File: src/rtl/fetch_queue.sv
// fetch_queue: sequential instruction prefetch into a DEPTH-entry in-order buffer with redirect/flush.
// Latency: a response accepted in cycle t is presented on if_id in cycle t+1 (show-ahead, no empty bypass).
// Backpressure: requests throttled by credit (count + outstanding < DEPTH); data_hazard holds the head entry.
module fetch_queue #(
  parameter int          DEPTH    = 4,
  parameter logic [31:0] RESET_PC = 32'h0000_0000
) (
  input  logic        clk,
  input  logic        rst_n,
  input  logic        mb_if__jump_taken,
  input  logic [31:0] mb_if__jump_target,
  input  logic        data_hazard,
  output logic        imem_req_valid,
  input  logic        imem_req_ready,
  output logic [31:0] imem_req_addr,
  input  logic        imem_rsp_valid,
  input  logic [31:0] imem_rsp_data,
  output logic        if_id__valid,
  output logic [31:0] if_id__pc,
  output logic [31:0] if_id__ins,
  output logic        pipe_flush
);

  localparam int PW = $clog2(DEPTH);
  localparam int CW = PW + 1;

  logic [31:0]   req_pc_q, req_pc_d;
  logic [31:0]   rsp_pc_q, rsp_pc_d;
  logic [CW-1:0] count_q, count_d;
  logic [CW-1:0] outst_q, outst_d;
  logic [CW-1:0] drop_q, drop_d;
  logic [PW-1:0] wr_ptr_q, wr_ptr_d;
  logic [PW-1:0] rd_ptr_q, rd_ptr_d;
  logic [31:0]   pc_mem_q  [DEPTH];
  logic [31:0]   ins_mem_q [DEPTH];

  logic [CW:0] credit_used;
  logic        req_fire;
  logic        rsp_fire;
  logic        enq;
  logic        deq;

  // Credit counts buffered entries plus requests still in flight, so every response has a slot.
  assign credit_used    = {1'b0, count_q} + {1'b0, outst_q};
  assign imem_req_valid = rst_n && !mb_if__jump_taken && (credit_used < (CW+1)'(DEPTH));
  assign imem_req_addr  = req_pc_q;
  assign req_fire       = imem_req_valid && imem_req_ready;

  // Responses with nothing outstanding are stale (e.g. from before reset) and are ignored.
  assign rsp_fire = imem_rsp_valid && (outst_q != '0);
  assign enq      = rsp_fire && (drop_q == '0) && !mb_if__jump_taken;

  assign if_id__valid = (count_q != '0) && !mb_if__jump_taken;
  assign if_id__pc    = pc_mem_q[rd_ptr_q];
  assign if_id__ins   = ins_mem_q[rd_ptr_q];
  assign deq          = if_id__valid && !data_hazard;
  assign pipe_flush   = rst_n && mb_if__jump_taken;

  // Next-state for PCs, occupancy, in-flight tracking and pointers; a redirect overrides everything.
  always_comb begin
    req_pc_d = req_pc_q;
    rsp_pc_d = rsp_pc_q;
    count_d  = count_q;
    outst_d  = outst_q;
    drop_d   = drop_q;
    wr_ptr_d = wr_ptr_q;
    rd_ptr_d = rd_ptr_q;
    if (mb_if__jump_taken) begin
      // Everything still in flight after this cycle belongs to the old stream and must be dropped.
      count_d  = '0;
      wr_ptr_d = '0;
      rd_ptr_d = '0;
      req_pc_d = mb_if__jump_target;
      rsp_pc_d = mb_if__jump_target;
      outst_d  = rsp_fire ? outst_q - CW'(1) : outst_q;
      drop_d   = outst_d;
    end else begin
      case ({req_fire, rsp_fire})
        2'b10:   outst_d = outst_q + CW'(1);
        2'b01:   outst_d = outst_q - CW'(1);
        default: outst_d = outst_q;
      endcase
      if (rsp_fire && (drop_q != '0)) drop_d = drop_q - CW'(1);
      if (req_fire) req_pc_d = req_pc_q + 32'd4;
      if (enq) begin
        wr_ptr_d = wr_ptr_q + PW'(1);
        rsp_pc_d = rsp_pc_q + 32'd4;
      end
      if (deq) rd_ptr_d = rd_ptr_q + PW'(1);
      case ({enq, deq})
        2'b10:   count_d = count_q + CW'(1);
        2'b01:   count_d = count_q - CW'(1);
        default: count_d = count_q;
      endcase
    end
  end

  // Control state registers.
  always_ff @(posedge clk or negedge rst_n) begin
    if (!rst_n) begin
      req_pc_q <= RESET_PC;
      rsp_pc_q <= RESET_PC;
      count_q  <= '0;
      outst_q  <= '0;
      drop_q   <= '0;
      wr_ptr_q <= '0;
      rd_ptr_q <= '0;
    end else begin
      req_pc_q <= req_pc_d;
      rsp_pc_q <= rsp_pc_d;
      count_q  <= count_d;
      outst_q  <= outst_d;
      drop_q   <= drop_d;
      wr_ptr_q <= wr_ptr_d;
      rd_ptr_q <= rd_ptr_d;
    end
  end

  // Entry storage; cleared on reset so the head outputs read zero while in reset.
  always_ff @(posedge clk or negedge rst_n) begin
    if (!rst_n) begin
      for (int i = 0; i < DEPTH; i++) begin
        pc_mem_q[i]  <= '0;
        ins_mem_q[i] <= '0;
      end
    end else if (enq) begin
      pc_mem_q[wr_ptr_q]  <= rsp_pc_q;
      ins_mem_q[wr_ptr_q] <= imem_rsp_data;
    end
  end

  // Memory must never return more words than were requested.
  a_rsp_has_outstanding: assert property (@(posedge clk) disable iff (!rst_n)
    imem_rsp_valid |-> (outst_q != '0));

endmodule

File: config.mk
export PLATFORM = sky130hd
export DESIGN_NAME = fetch_queue
export DESIGN_NICKNAME = d
export VERILOG_FILES = /design/src/rtl/fetch_queue.sv
export SDC_FILE = /design/constraint.sdc
export NUM_CORES = 1
export LEC_CHECK = 0
export ABC_CLOCK_PERIOD_IN_PS = 7700
export CORE_ASPECT_RATIO = 1.2
export CORE_MARGIN = 3
export CORE_UTILIZATION = 54
export DETAILED_ROUTE_END_ITERATION = 10
export GPL_ROUTABILITY_DRIVEN = 0
export PLACE_DENSITY = 0.77
export SLEW_MARGIN = 20
export SYNTH_ARGS = -nofsm -noshare
export SYNTH_HDL_FRONTEND = slang
export SYNTH_SLANG_ARGS = --single-unit
File: constraint.sdc
create_clock -name clk -period 7.7 [get_ports clk]
set_clock_uncertainty 0.1 [all_clocks]
set_input_delay 0.77 -clock clk [delete_from_list [all_inputs] [get_ports clk]]
set_output_delay 0.77 -clock clk [all_outputs]
set_load 0.02 [all_outputs]
==> results.txt, run 1 <==
----------------------------------------------------
[Route]
  Number of optimization iterations in the first detailed-route pass ... 7
  Final routed DRC violation total ... 0
  Routed WL per cell ... 19.7 um
  Number of vias in the routed layout ... 9881
  Vias per cell ... 5.89
  Antenna-violating nets left ... 0
  Iter 0 DRT Violations ... 634
  Total wire length ... 33200 um

[Yosys]
  Async set-or-reset flop fraction in the synthesized netlist ... 100%
  Most frequent cell after synthesis ... sky130_fd_sc_hd__dfrtp_1
  Proportion of synthesized chip area in sequential cells ... 54.4%
  Number of unique standard cell types used by synthesis ... 54
  Post-synthesis average cell area ... 13.4 um^2
  Total standard cell area after synthesis ... 15300 um^2
  Warnings, synthesis ... 0
  EDFF count, synth ... 0
  Cell types with the largest area share after synthesis ... sky130_fd_sc_hd__dfrtp_1, sky130_fd_sc_hd__mux2_2, sky130_fd_sc_hd__mux4_2, sky130_fd_sc_hd__o21ai_0, sky130_fd_sc_hd__nand2_1
  Post-Synthesis Net Count ... 1226
  Register bit count reported by yosys ... 333
  Post-synth top area share ... 54.4%
  Most used standard cells in the synthesized netlist ... sky130_fd_sc_hd__dfrtp_1, sky130_fd_sc_hd__mux2_2, sky130_fd_sc_hd__nand2_1
  Post-Syn Instances ... 1142
  Leading area contributor after synthesis ... sky130_fd_sc_hd__dfrtp_1
  Top_reg_cell synth ... sky130_fd_sc_hd__dfrtp_1

[Clocking]
  CTS sink cnt ... 333
  Count of H-tree levels built during CTS ... 2
  Quantity of gates resized following cts ... 0
  Number of buffers added by the clock tree synthesis step ... 35
  Clk_lat worst skew ... 500 ps
  Clk buf depth ... 3
  Hold-fix buffers, CTS ... 0
  Clk pin slew, worst setup/hold paths ... 60 ps
  CTS tree ... yes
  Root buffer cell ... sky130_fd_sc_hd__clkbuf_16
  Post-CTS Setup Inserts ... 0

[Final layout]
  Area of combinational cells with multiple inputs ... 6640 um^2
  Sequential cell area ... 8340 um^2
  Ratio of cells with drive above 1 in the final layout ... 29.4%
  Layout-stage area growth over the synthesis result ... 20.4%
  Total inserted antenna cells ... 0
  Filler instances ... 1981
  Count of nets after finishing ... 1365

[STA]
  Part of the cycle the worst path needs ... 54.2%
  Number of hold violations in the final report ... 0
  Maximum frequency from static timing analysis ... 240 MHz
  Pins Over Slew Limit ... 0
  RSZ-0062 raised after global routing ... false
  Clock period minus worst slack ... 4170 ps
  Number of setup violations in the final report ... 0
  Setup total negative slack ... 0 ps
  Transition at the pin with the smallest max-transition slack ... 1050 ps
  Final worst slack ... 3530 ps
  Hold slack final ... 174 ps
  Remaining max-slew budget at the tightest pin ... 29.8%

[Power]
  Fraction of power spent switching nets ... 28.8%
  Clk network pwr share ... 30.8%
  Maximum vdd drop ... 151 uV
  Power Internal ... 3.85 mW
  Power Density ... 293 nW/um^2
  Part of the total power dissipated in combinational logic ... 28.2%
  Register share of total power ... 41.0%
  Cell leakage power ... 8.28 nW
  Net Switching ... 1.55 mW

[Job]
  Number of max-capacitance violations reported ... 0

[Global route]
  Global routing usage on met1 ... 29.2%
  Wire length of the first global-routing pass ... 55000 um
  Vias in the first global route ... 10600
  Remaining global-route overflow ... 0
  Maximum number of pins on one net before global-route repair ... 184
  Most Used Layer, Global Route ... met2
  Routing usage on met3 ... 3.50%
  Total global routing track utilization ... 22.3%
  GRT met2 Usage ... 39.4%
  Number of antenna violations at the first check in global routing ... 0

[Die]
  Die height ... 190 um
  I/O pins ... 169
  Floorplan die area ... 30400 um^2
  Area of the placeable core ... 27500 um^2
  Die X ... 160 um
  Std cell rows ... 66
  Effective utilization at floorplan ... 55.7%

[Outcome]
  Result of the run ... finished clean

[Critical path]
  Crit Path Max Fanout ... 47
  Type of destination of the critical path ... output pin
  Nature of the critical path startpoint ... flop
  Data required, critical path ... 6830 ps
  CP Class ... flop to output pin
  Arrival time at the worst endpoint ... 3300 ps

[Placement]
  PortBufs ... 168
  Setup Slack @ Placement ... 3900 ps
  Detail Placement HPWL ... 20900 um

[Hold path]
  Type of the worst min-delay path ... primary input to asynchronous set/reset pin

----------------------------------------------------
[layout by cell type (no fill, tap or decap), types with 2 or more instances in the layout]
cell / synthesis / routed
sky130_fd_sc_hd__nand4_1: 15 / 15
sky130_fd_sc_hd__nand2_1: 90 / 86
sky130_fd_sc_hd__clkdlybuf4s50_1: 0 / 166
sky130_fd_sc_hd__inv_1: 23 / 23
sky130_fd_sc_hd__o311ai_1: 3 / 3
sky130_fd_sc_hd__mux4_2: 64 / 64
sky130_fd_sc_hd__and4_1: 4 / 4
sky130_fd_sc_hd__o311ai_0: 9 / 9
sky130_fd_sc_hd__nand3_1: 28 / 28
sky130_fd_sc_hd__and2_1: 6 / 6
sky130_fd_sc_hd__a211oi_1: 3 / 3
sky130_fd_sc_hd__xor2_1: 10 / 10
sky130_fd_sc_hd__clkinv_2: 0 / 5
sky130_fd_sc_hd__and3_1: 9 / 9
sky130_fd_sc_hd__nor4_1: 9 / 9
sky130_fd_sc_hd__clkbuf_8: 0 / 10
sky130_fd_sc_hd__nor3_1: 14 / 14
sky130_fd_sc_hd__mux2_2: 241 / 241
sky130_fd_sc_hd__or3_1: 4 / 4
sky130_fd_sc_hd__clkbuf_1: 33 / 6
sky130_fd_sc_hd__a31oi_1: 5 / 5
sky130_fd_sc_hd__nand2_4: 0 / 4
sky130_fd_sc_hd__nand2b_1: 4 / 4
sky130_fd_sc_hd__clkbuf_16: 0 / 37
sky130_fd_sc_hd__o211ai_1: 13 / 13
sky130_fd_sc_hd__o21ai_0: 73 / 73
sky130_fd_sc_hd__xnor2_1: 32 / 32
sky130_fd_sc_hd__a21boi_0: 2 / 2
sky130_fd_sc_hd__nor2_1: 27 / 27
sky130_fd_sc_hd__ha_1: 13 / 13
sky130_fd_sc_hd__buf_4: 1 / 7
sky130_fd_sc_hd__a21oi_1: 11 / 11
sky130_fd_sc_hd__dfrtp_1: 333 / 331
[per-layer routing]
| layer | vias to the layer above | wire [um] |
|---|---|---|
| met5 | - | 0 |
| met4 | 0 | 623 |
| met3 | 50 | 1600 |
| met2 | 273 | 16900 |
| met1 | 5107 | 14000 |
| li1 | 4451 | - |
[worst paths after layout]
path | start | to | slack, ps | cells past startpoint
worst max-delay path | rd_ptr_q[0]$_DFFE_PN0P_ | if_id__pc[14] | 3530 | 3
worst min register to register | pc_mem_q[52]$_DFFE_PN0P_ | pc_mem_q[52]$_DFFE_PN0P_ | 370 | 2
min in group clk | pc_mem_q[52]$_DFFE_PN0P_ | pc_mem_q[52]$_DFFE_PN0P_ | 370 | 2
worst max register to register | outst_q[1]$_DFFE_PN0P_ | pc_mem_q[126]$_DFFE_PN0P_ | 4390 | 8
worst min-delay path | rst_n | ins_mem_q[60]$_DFFE_PN0P_ | 170 | 1
max in group asynchronous | rst_n | pc_mem_q[108]$_DFFE_PN0P_ | 5110 | 3
[per-stage QoR]
step                      area (um^2)  utilization, %  std cells  total power [mW]
after detailed placement        17300            62.9       1618              3.79
after global placement          17300            62.9       1618              3.74
after CTS                       18400            67.1       1679              5.46
after global routing            18400            67.1       1679              5.66
final                           18400            67.1       1679              5.41
after floorplan                 15300               -       1142              3.11
[worst max-delay path: stages, from the launching register on]
cell	delay (ps)
sky130_fd_sc_hd__dfrtp_4	690
sky130_fd_sc_hd__buf_4	850
sky130_fd_sc_hd__mux4_2	610
sky130_fd_sc_hd__clkdlybuf4s50_1	630
[flip-flops by register name, summed over array words and instances, names as in the netlist]
register       cells
drop_q             3
imem_req_addr     32
rd_ptr_q           2
rsp_pc_q          32
outst_q            3
ins_mem_q        128
count_q            3
wr_ptr_q           2
pc_mem_q         128
[final cells by class]
type | instances | share of cell area [%]
clock buffer | 53 | 5.89
clock inverter | 8 | 0.387
inverter | 23 | 0.468
multi-input combinational | 712 | 36.0
sequential | 333 | 45.2
tap | 374 | 2.54
timing repair buffer | 176 | 9.51
[power groups by stage]
stage                     Sequential [mW]  Combinational (mW)  Clock [mW]
final                                2.22                1.52        1.66
after CTS                            2.22                1.55        1.70
after detailed placement             2.25                1.54           0
after global placement               2.23                1.51           0
after global routing                 2.26                1.63        1.77
after floorplan                      2.19               0.925           0
[cell families after synthesis]
logic type	synth area share, %
XOR/XNOR	2.40
buffers and inverters	2.52
AND/OR/NAND/NOR	7.30
AO/OA/AOI/OAI	4.97
multiplexers	27.2
flip-flops	54.4
adder cells (fa/ha/maj)	1.19
No activity file was read; power rests on OpenSTA's default activity.
==> run 2: changes to the inputs <==
--- a/config.mk
+++ b/config.mk
@@ -5,13 +5,13 @@
 export SDC_FILE = /design/constraint.sdc
 export NUM_CORES = 1
 export LEC_CHECK = 0
-export ABC_CLOCK_PERIOD_IN_PS = 7700
+export ABC_CLOCK_PERIOD_IN_PS = 3660
 export CORE_ASPECT_RATIO = 1.2
 export CORE_MARGIN = 3
-export CORE_UTILIZATION = 54
+export CORE_UTILIZATION = 51
 export DETAILED_ROUTE_END_ITERATION = 10
 export GPL_ROUTABILITY_DRIVEN = 0
-export PLACE_DENSITY = 0.77
+export PLACE_DENSITY = 0.76
 export SLEW_MARGIN = 20
 export SYNTH_ARGS = -nofsm -noshare
 export SYNTH_HDL_FRONTEND = slang
==> constraint.sdc (replaced) <==
create_clock -name clk -period 3.66 [get_ports clk]
set_clock_uncertainty 0.1 [all_clocks]
set_input_delay 0.366 -clock clk [delete_from_list [all_inputs] [get_ports clk]]
set_output_delay 0.366 -clock clk [all_outputs]
set_load 0.02 [all_outputs]
==> results.txt, run 2 (same netlist as run 1, synthesis figures left out) <==
----------------------------------------------------
[Power]
  Maximum vdd drop ... 403 uV
  Power Density ... 623 nW/um^2
  Cell leakage power ... 8.40 nW

[STA]
  Setup total negative slack ... 0 ps
  Transition at the pin with the smallest max-transition slack ... 1030 ps
  Number of hold violations in the final report ... 0
  RSZ-0062 raised after global routing ... false
  Number of setup violations in the final report ... 0
  Maximum frequency from static timing analysis ... 301 MHz
  Clock period minus worst slack ... 3320 ps
  Pins Over Slew Limit ... 0
  Part of the cycle the worst path needs ... 90.8%
  Remaining max-slew budget at the tightest pin ... 31.5%

[Clocking]
  Root buffer cell ... sky130_fd_sc_hd__clkbuf_16
  Count of H-tree levels built during CTS ... 2
  Clk pin slew, worst setup/hold paths ... 60 ps
  Clk_lat worst skew ... 500 ps
  Post-CTS Setup Inserts ... 0
  CTS sink cnt ... 333
  Number of buffers added by the clock tree synthesis step ... 35
  CTS tree ... yes
  Clk buf depth ... 3

[Global route]
  Total global routing track utilization ... 21.7%
  Vias in the first global route ... 10500
  Number of antenna violations at the first check in global routing ... 0
  Remaining global-route overflow ... 0
  Maximum number of pins on one net before global-route repair ... 184
  Wire length of the first global-routing pass ... 55700 um

[Die]
  Die height ... 196 um
  Die X ... 164 um
  Effective utilization at floorplan ... 52.5%
  I/O pins ... 169
  Area of the placeable core ... 29200 um^2
  Floorplan die area ... 32200 um^2
  Std cell rows ... 68

[Final layout]
  Layout-stage area growth over the synthesis result ... 22.1%
  Total inserted antenna cells ... 0
  Count of nets after finishing ... 1376
  Ratio of cells with drive above 1 in the final layout ... 30.0%
  Filler instances ... 2145
  Largest registers in the final layout ... ins_mem_q (128), pc_mem_q (128)
  Highest-count cells in the layout ignoring fill and taps ... sky130_fd_sc_hd__dfrtp_1, sky130_fd_sc_hd__mux2_2, sky130_fd_sc_hd__clkdlybuf4s50_1
  Most common cell after layout, fill and taps aside ... sky130_fd_sc_hd__dfrtp_1
  Core utilization of the finished layout ... 64.1%
  Final instance count without filler cells ... 1703

[Route]
  Routed WL per cell ... 20.1 um
  Number of optimization iterations in the first detailed-route pass ... 5
  Antenna-violating nets left ... 0
  Iter 0 DRT Violations ... 562
  Total wire length ... 34300 um
  Vias per cell ... 5.81
  Final routed DRC violation total ... 0
  Number of vias in the routed layout ... 9896

[Placement]
  PortBufs ... 168
  Detail Placement HPWL ... 22000 um
  Placed instance count ... 1639

[Critical path]
  CP Class ... flop to output pin
  Crit Path Max Fanout ... 6
  Nature of the critical path startpoint ... flop
  Data required, critical path ... 3190 ps
  Worst stage delay on the critical path ... 690 ps
  Slowest library cell on the worst path ... sky130_fd_sc_hd__clkdlybuf4s50_1
  Type of destination of the critical path ... output pin
  Arrival time at the worst endpoint ... 2860 ps
  Worst path cell trace ... ha_1, or4b_4, nor3_1, clkdlybuf4s50_1

[Hold path]
  Type of the worst min-delay path ... primary input to flop

[Outcome]
  Result of the run ... finished clean

[Job]
  Number of max-capacitance violations reported ... 0

----------------------------------------------------
## run 2: cell count changes in the layout (fill, tap and decap cells not counted), moves of 2 or more
cell                        previous run  this run
sky130_fd_sc_hd__bufinv_16             1         4
sky130_fd_sc_hd__buf_4                 7        12
sky130_fd_sc_hd__buf_12                1         6
sky130_fd_sc_hd__clkinv_2              5         2
sky130_fd_sc_hd__clkbuf_8             10        12
## run 2: critical path: cells and delay by family, from the launching register on
family | cells | cell delay, ps
flops | 1 | 420
buf+inv | 1 | 690
fa+ha+maj | 1 | 310
simple gates | 2 | 930
## run 2: metal layers
metal	vias to the layer above	track usage (%)	routed length, um
met5	-	0	0
met2	278	36.9	17200
met1	5080	28.7	14500
li1	4486	-	-
met4	0	6.14	830
met3	52	3.63	1820
## run 2: area by class of cell
| cell class | instances | area (um^2) | share of cell area [%] |
|---|---|---|---|
| tap | 385 | 482 | 2.58 |
| clock inverter | 7 | 138 | 0.736 |
| multi-input combinational | 712 | 6640 | 35.5 |
| clock buffer | 56 | 1120 | 5.97 |
| timing repair buffer | 187 | 1900 | 10.2 |
| inverter | 23 | 86.3 | 0.462 |
| sequential | 333 | 8340 | 44.6 |
## run 2: where the power goes
| group | internal, mW | switching, mW |
|---|---|---|
| clock | 2.37 | 1.40 |
| combinational | 1.75 | 1.45 |
| sequential | 4.25 | 0.429 |
| total | 8.37 | 3.29 |
## run 2: path summary, 6_finish.rpt
kind / to / cells after the start / slack [ps] / start
max: imem_req_valid / 4 / 340 / count_q[2]$_DFFE_PN0P_
min: rsp_pc_q[13]$_DFFE_PN0N_ / 2 / 170 / mb_if__jump_taken
max reg2reg: ins_mem_q[103]$_DFFE_PN0P_ / 8 / 830 / outst_q[1]$_DFFE_PN0P_
min reg2reg: pc_mem_q[24]$_DFFE_PN0P_ / 2 / 370 / pc_mem_q[24]$_DFFE_PN0P_
max in group asynchronous: pc_mem_q[122]$_DFFE_PN0P_ / 4 / 1400 / rst_n
min in group asynchronous: imem_req_addr[4]$_DFFE_PN0P_ / 3 / 480 / rst_n
## run 2: repair_timing
action / CTS / global route
gates resized for setup: 0 / 0
hold buffers: 1 / 0
endpoints found under the hold margin: 27 / 0
## run 2: through the flow
stage / area (um^2) / power, mW / setup WS [ps] / hold WS [ps]
global route: 18700 / 12.2 / 233 / 190
finish: 18700 / 11.7 / 338 / 171
CTS: 18700 / 11.8 / 291 / 163
detailed placement: 17400 / 7.97 / 789 / 365
global placement: 17400 / 7.88 / 836 / 357
floorplan: 15300 / 6.54 / 725 / -29.6
==> RTL change 1: new RTL, settings of run 2 <==
Set the parameter `DEPTH` to 2 (it was 4).
--- a/src/rtl/fetch_queue.sv
+++ b/src/rtl/fetch_queue.sv
@@ -3,5 +3,5 @@
 // Backpressure: requests throttled by credit (count + outstanding < DEPTH); data_hazard holds the head entry.
 module fetch_queue #(
-  parameter int          DEPTH    = 4,
+  parameter int          DEPTH    = 2,
   parameter logic [31:0] RESET_PC = 32'h0000_0000
 ) (
Formal check against the unedited RTL: not equivalent (a bounded check fails within 4 cycles, from zero or initial values and one cycle with rst_n low).
==> RTL change 1 against run 2 <==
Synthesized cell count fell by 31%; sequential share of layout area fell by 3.0 points; synthesized area fell by 38%; power fell by 28%; sequential cell count fell by 133; final area fell by 36%; final cell count fell by 30%; clock power fell by 49%; first-iteration DRC count fell by 20%; non-clock buffer count fell by 2; setup slack improved by 230 ps; largest cell class unchanged; combinational power fell by 3%; die area fell by 37%; routed wire length fell by 37%.
==> RTL change 1: results <==
group,metric,value,unit
status,status,"finished, final reports clean",
route,first_iter_violations,447,
route,drt_wl_total,21.6,mm
critical_path,critPathArrivalTime,2630,ps
synth,syn_avg_cell_area,12.1,µm²
critical_path,cp_top_family,"buffers and inverters",
grt,grt_pass1_wl,34.8,mm
clock_tree,htree_levels,4,
critical_path,rr_endpoint,"imem_req_addr[14]",
synth,synth.distinct_cells,53,
grt,grt_max_degree,65,
power,vdd_drop_max,0.439,mV
finish,reg_top3,"ins_mem_q: 64 flops, pc_mem_q: 64 flops",
route,wl_met2,10.5,mm
power,power.leakage,5.13,nW
synth,synth_fp_nets,864,
grt,grt_pass1_vias,6934,
critical_path,cp-startpoint,"count_q[0]",
critical_path,critical_path.max_stage_delay,700,ps
clock_tree,cts_buffers,17,
route,route.vias.total,6769,
clock_tree,cts_setup_buffers,0,
power,netSwitchingFraction,0.319,
route,dr_wl_met3,1.05,mm
finish,n_fill_cell,1395,
place,dp_hpwl,14.9,mm
timing,worstMarginPinSlew,704,ps
synth,synth_common_cells,"dfrtp_1, mux2_2, nand2_1",
finish,drive_gt1_frac,0.249,
critical_path,critPathMaxFanout,7,
clock_tree,clk_latency,430,ps
route,highest_layer,"met4",
synth,ys_seq_area_frac,0.526,
clock_tree,ctsLongestPathBuffers,2,
finish,fin_cells,1184,
worst_hold_path,hold_path.class,"in2async",
route,met1Wirelength,9.68,mm
finish,nets,1023,
critical_path,r2r_slack,920,ps
clock_tree,cts.clk_slew.worst_paths,70,ps
synth,ys_top_cells_by_area,"dfrtp_1, mux2_2, o21ai_0, nand2_1, xor2_1",
grt,grt_usage,0.215,
## RTL change 1: changes by cell type in the layout (fill, tap and decap cells not counted), sizes merged, moves of 20 or more
cell and change:
dfrtp -133, mux4 -64, mux2 -51, clkbuf -37, nand2 -23, xnor2 -20
## RTL change 1: final cells by class
cell class | instances | area share
Multi-Input combinational cell | 530 | 0.353
Clock buffer | 18 | 0.0357
Inverter | 14 | 0.00437
Tap cell | 224 | 0.0233
Timing Repair Buffer | 185 | 0.153
Sequential cell | 200 | 0.416
Clock inverter | 13 | 0.0144
## RTL change 1: logic make-up after synthesis
group	share of synthesized area
XOR/XNOR	0.0304
flip-flops	0.526
AND/OR/NAND/NOR	0.106
multiplexers	0.226
buffers and inverters	0.0289
adder cells (fa/ha/maj)	0.00842
AO/OA/AOI/OAI	0.0741
## RTL change 1: through the flow
| step | setup slack (ps) | hold slack (ps) | instance area (µm²) |
|---|---|---|---|
| final | 564 | 30.0 | 12000 |
| after global routing | 487 | 61.8 | 12000 |
| after CTS | 553 | 44.2 | 12000 |
| after detailed placement | 952 | 371 | 11400 |
| after global placement | 1010 | 356 | 11400 |
| after floorplan | 1070 | -29.6 | 9510 |
## RTL change 1: how the worst max path moves through the flow
stage                              to  slack, ps
finish                 imem_req_valid        560
global route           imem_req_valid        490
CTS                    imem_req_valid        550
detailed placement   imem_req_addr[6]        950
global placement     imem_req_addr[8]       1010
floorplan           imem_req_addr[19]       1070
## RTL change 1: routing by layer
metal,track usage,vias to the layer above
met5,0,-
met1,0.294,3384
met2,0.353,203
met3,0.0384,19
li1,-,3163
met4,0.0642,0
## RTL change 1: power groups by stage
stage	combinational [mW]	clock (mW)	sequential [mW]
after CTS	3.13	1.97	3.33
after detailed placement	3.12	0	3.37
after global placement	3.05	0	3.33
after global routing	3.31	2.05	3.42
after floorplan	1.88	0	3.27
final	3.09	1.92	3.34
## RTL change 1: worst register-to-register path: stages (launching register included)
cell and delay [ps]:
dfrtp_1 440, and2_1 190, fa_1 480, nor4b_4 390
and2_2 410, nor2_1 100, buf_4 180, o21ai_0 180
o311ai_1 130
==> RTL change 2: new RTL, settings of run 2 <==
Without the edit above. Make the reset (`rst_n`) synchronous in 2 clocked blocks.
--- a/src/rtl/fetch_queue.sv
+++ b/src/rtl/fetch_queue.sv
@@ -97,5 +97,5 @@
 
   // Control state registers.
-  always_ff @(posedge clk or negedge rst_n) begin
+  always_ff @(posedge clk) begin
     if (!rst_n) begin
       req_pc_q <= RESET_PC;
@@ -118,5 +118,5 @@
 
   // Entry storage; cleared on reset so the head outputs read zero while in reset.
-  always_ff @(posedge clk or negedge rst_n) begin
+  always_ff @(posedge clk) begin
     if (!rst_n) begin
       for (int i = 0; i < DEPTH; i++) begin
Function: differs if rst_n is asserted again (counterexample within 4 cycles, from zero or initial values and one cycle with rst_n low); with rst_n held inactive, the same outputs for 4 cycles.
==> RTL change 2 against run 2 <==
Final cell count grew 3.9%; routed wire length shrank 1.2%; synthesized area shrank 3.4%; sequential cell count grew 2; core utilization shrank 0.46 points; count of clock-buffer cells in the layout shrank 8; setup slack gained 150 ps; final area shrank 3.9%.
Power is not compared: it rests on default switching activity, and its combinational part moved more than twofold at a synthesized area within 25%.
==> RTL change 2: results <==
group,metric,value,unit
worst_hold_path,hold_end,"imem_req_addr[2]",
synth,ys_seq_area_frac,0.627,
timing,whs,309,ps
worst_hold_path,hold-path-cell-count,3,
critical_path,critPathArrivalTime,2700,ps
status,status,"finished, final reports clean",
synth,ys_top_cells_by_area,"edfxtp_1, dfxtp_1, mux4_2, nor2_1, nand2_1",
synth,async_flop_share,0,
grt,met3_usage,0.0350,
worst_hold_path,hold_start,"mb_if__jump_target[2]",
route,routed_via_density,5.64,
clock_tree,clk_latency,570,ps
critical_path,critPathMaxFanout,7,
place,post-place-ws,584,ps
clock_tree,htree_levels,1,
synth,synth_fp_nets,1290,
finish,n_fill_cell,2125,
critical_path,rr_startpoint,"outst_q[0]",
finish,nets,1447,
synth,synth.distinct_cells,58,
critical_path,rr_endpoint,"count_q[2]",
grt,grt_usage,0.218,
grt,grt_use_met1,0.292,
critical_path,cp_top_family,"buffers and inverters",
critical_path,cp-startpoint,"outst_q[2]",
critical_path,r2r_slack,760,ps
synth,synth_ff_type,"edfxtp_1",
grt,use_met2,0.376,
place,dp_hpwl,21.3,mm
synth,syn_avg_cell_area,12.2,µm²
finish,drive_gt1_frac,0.112,
grt,grt_max_degree,65,
critical_path,critical_path.max_stage_delay,670,ps
route,first_iter_violations,637,
place,postPlaceCellArea,17000,µm²
RTL change 2: cell count changes after synthesis, moves of 37 or more:
cell	delta
dfrtp_1	-333
dfxtp_1	+79
nor2_1	+194
inv_1	+55
a21oi_1	+37
edfxtp_1	+256
mux2_2	-239
RTL change 2: area by class of cell:
class | instances | share of cell area
Sequential cell | 335 | 0.516
Multi-Input combinational cell | 722 | 0.276
Timing Repair Buffer | 197 | 0.111
Clock buffer | 48 | 0.0484
Tap cell | 379 | 0.0264
Inverter | 79 | 0.0165
Clock inverter | 10 | 0.00564
RTL change 2: power by group through the flow:
stage | combinational, mW | clock, mW | sequential, mW
floorplan | 0.772 | 0 | 4.57
detailed placement | 1.35 | 0 | 4.59
global route | 1.45 | 3.32 | 4.53
CTS | 1.35 | 3.17 | 4.50
finish | 1.34 | 3.11 | 4.51
global placement | 1.33 | 0 | 4.57
RTL change 2: routing by layer:
layer  vias up  share of wire
li1       4645              -
met1      4884           0.41
met2       401           0.49
met3        52          0.073
met4         0          0.019
met5         -              0
RTL change 2: cell families after synthesis:
logic type,synth area share
adder cells (fa/ha/maj),0.00981
flip-flops,0.627
XOR/XNOR,0.0255
AO/OA/AOI/OAI,0.0519
multiplexers,0.102
AND/OR/NAND/NOR,0.143
buffers and inverters,0.0410
RTL change 2: worst max path at each step:
stage          cells past startpoint                end  slack (ps)
2_1_floorplan                      8    ins_mem_q[1][0]        -110
3_3_place_gp                       6  imem_req_addr[29]         670
3_5_place_dp                       6  imem_req_addr[13]         580
4_1_cts                            3      if_id__pc[21]         470
5_1_grt                            4     imem_req_valid         320
6_report                           4     imem_req_valid         490
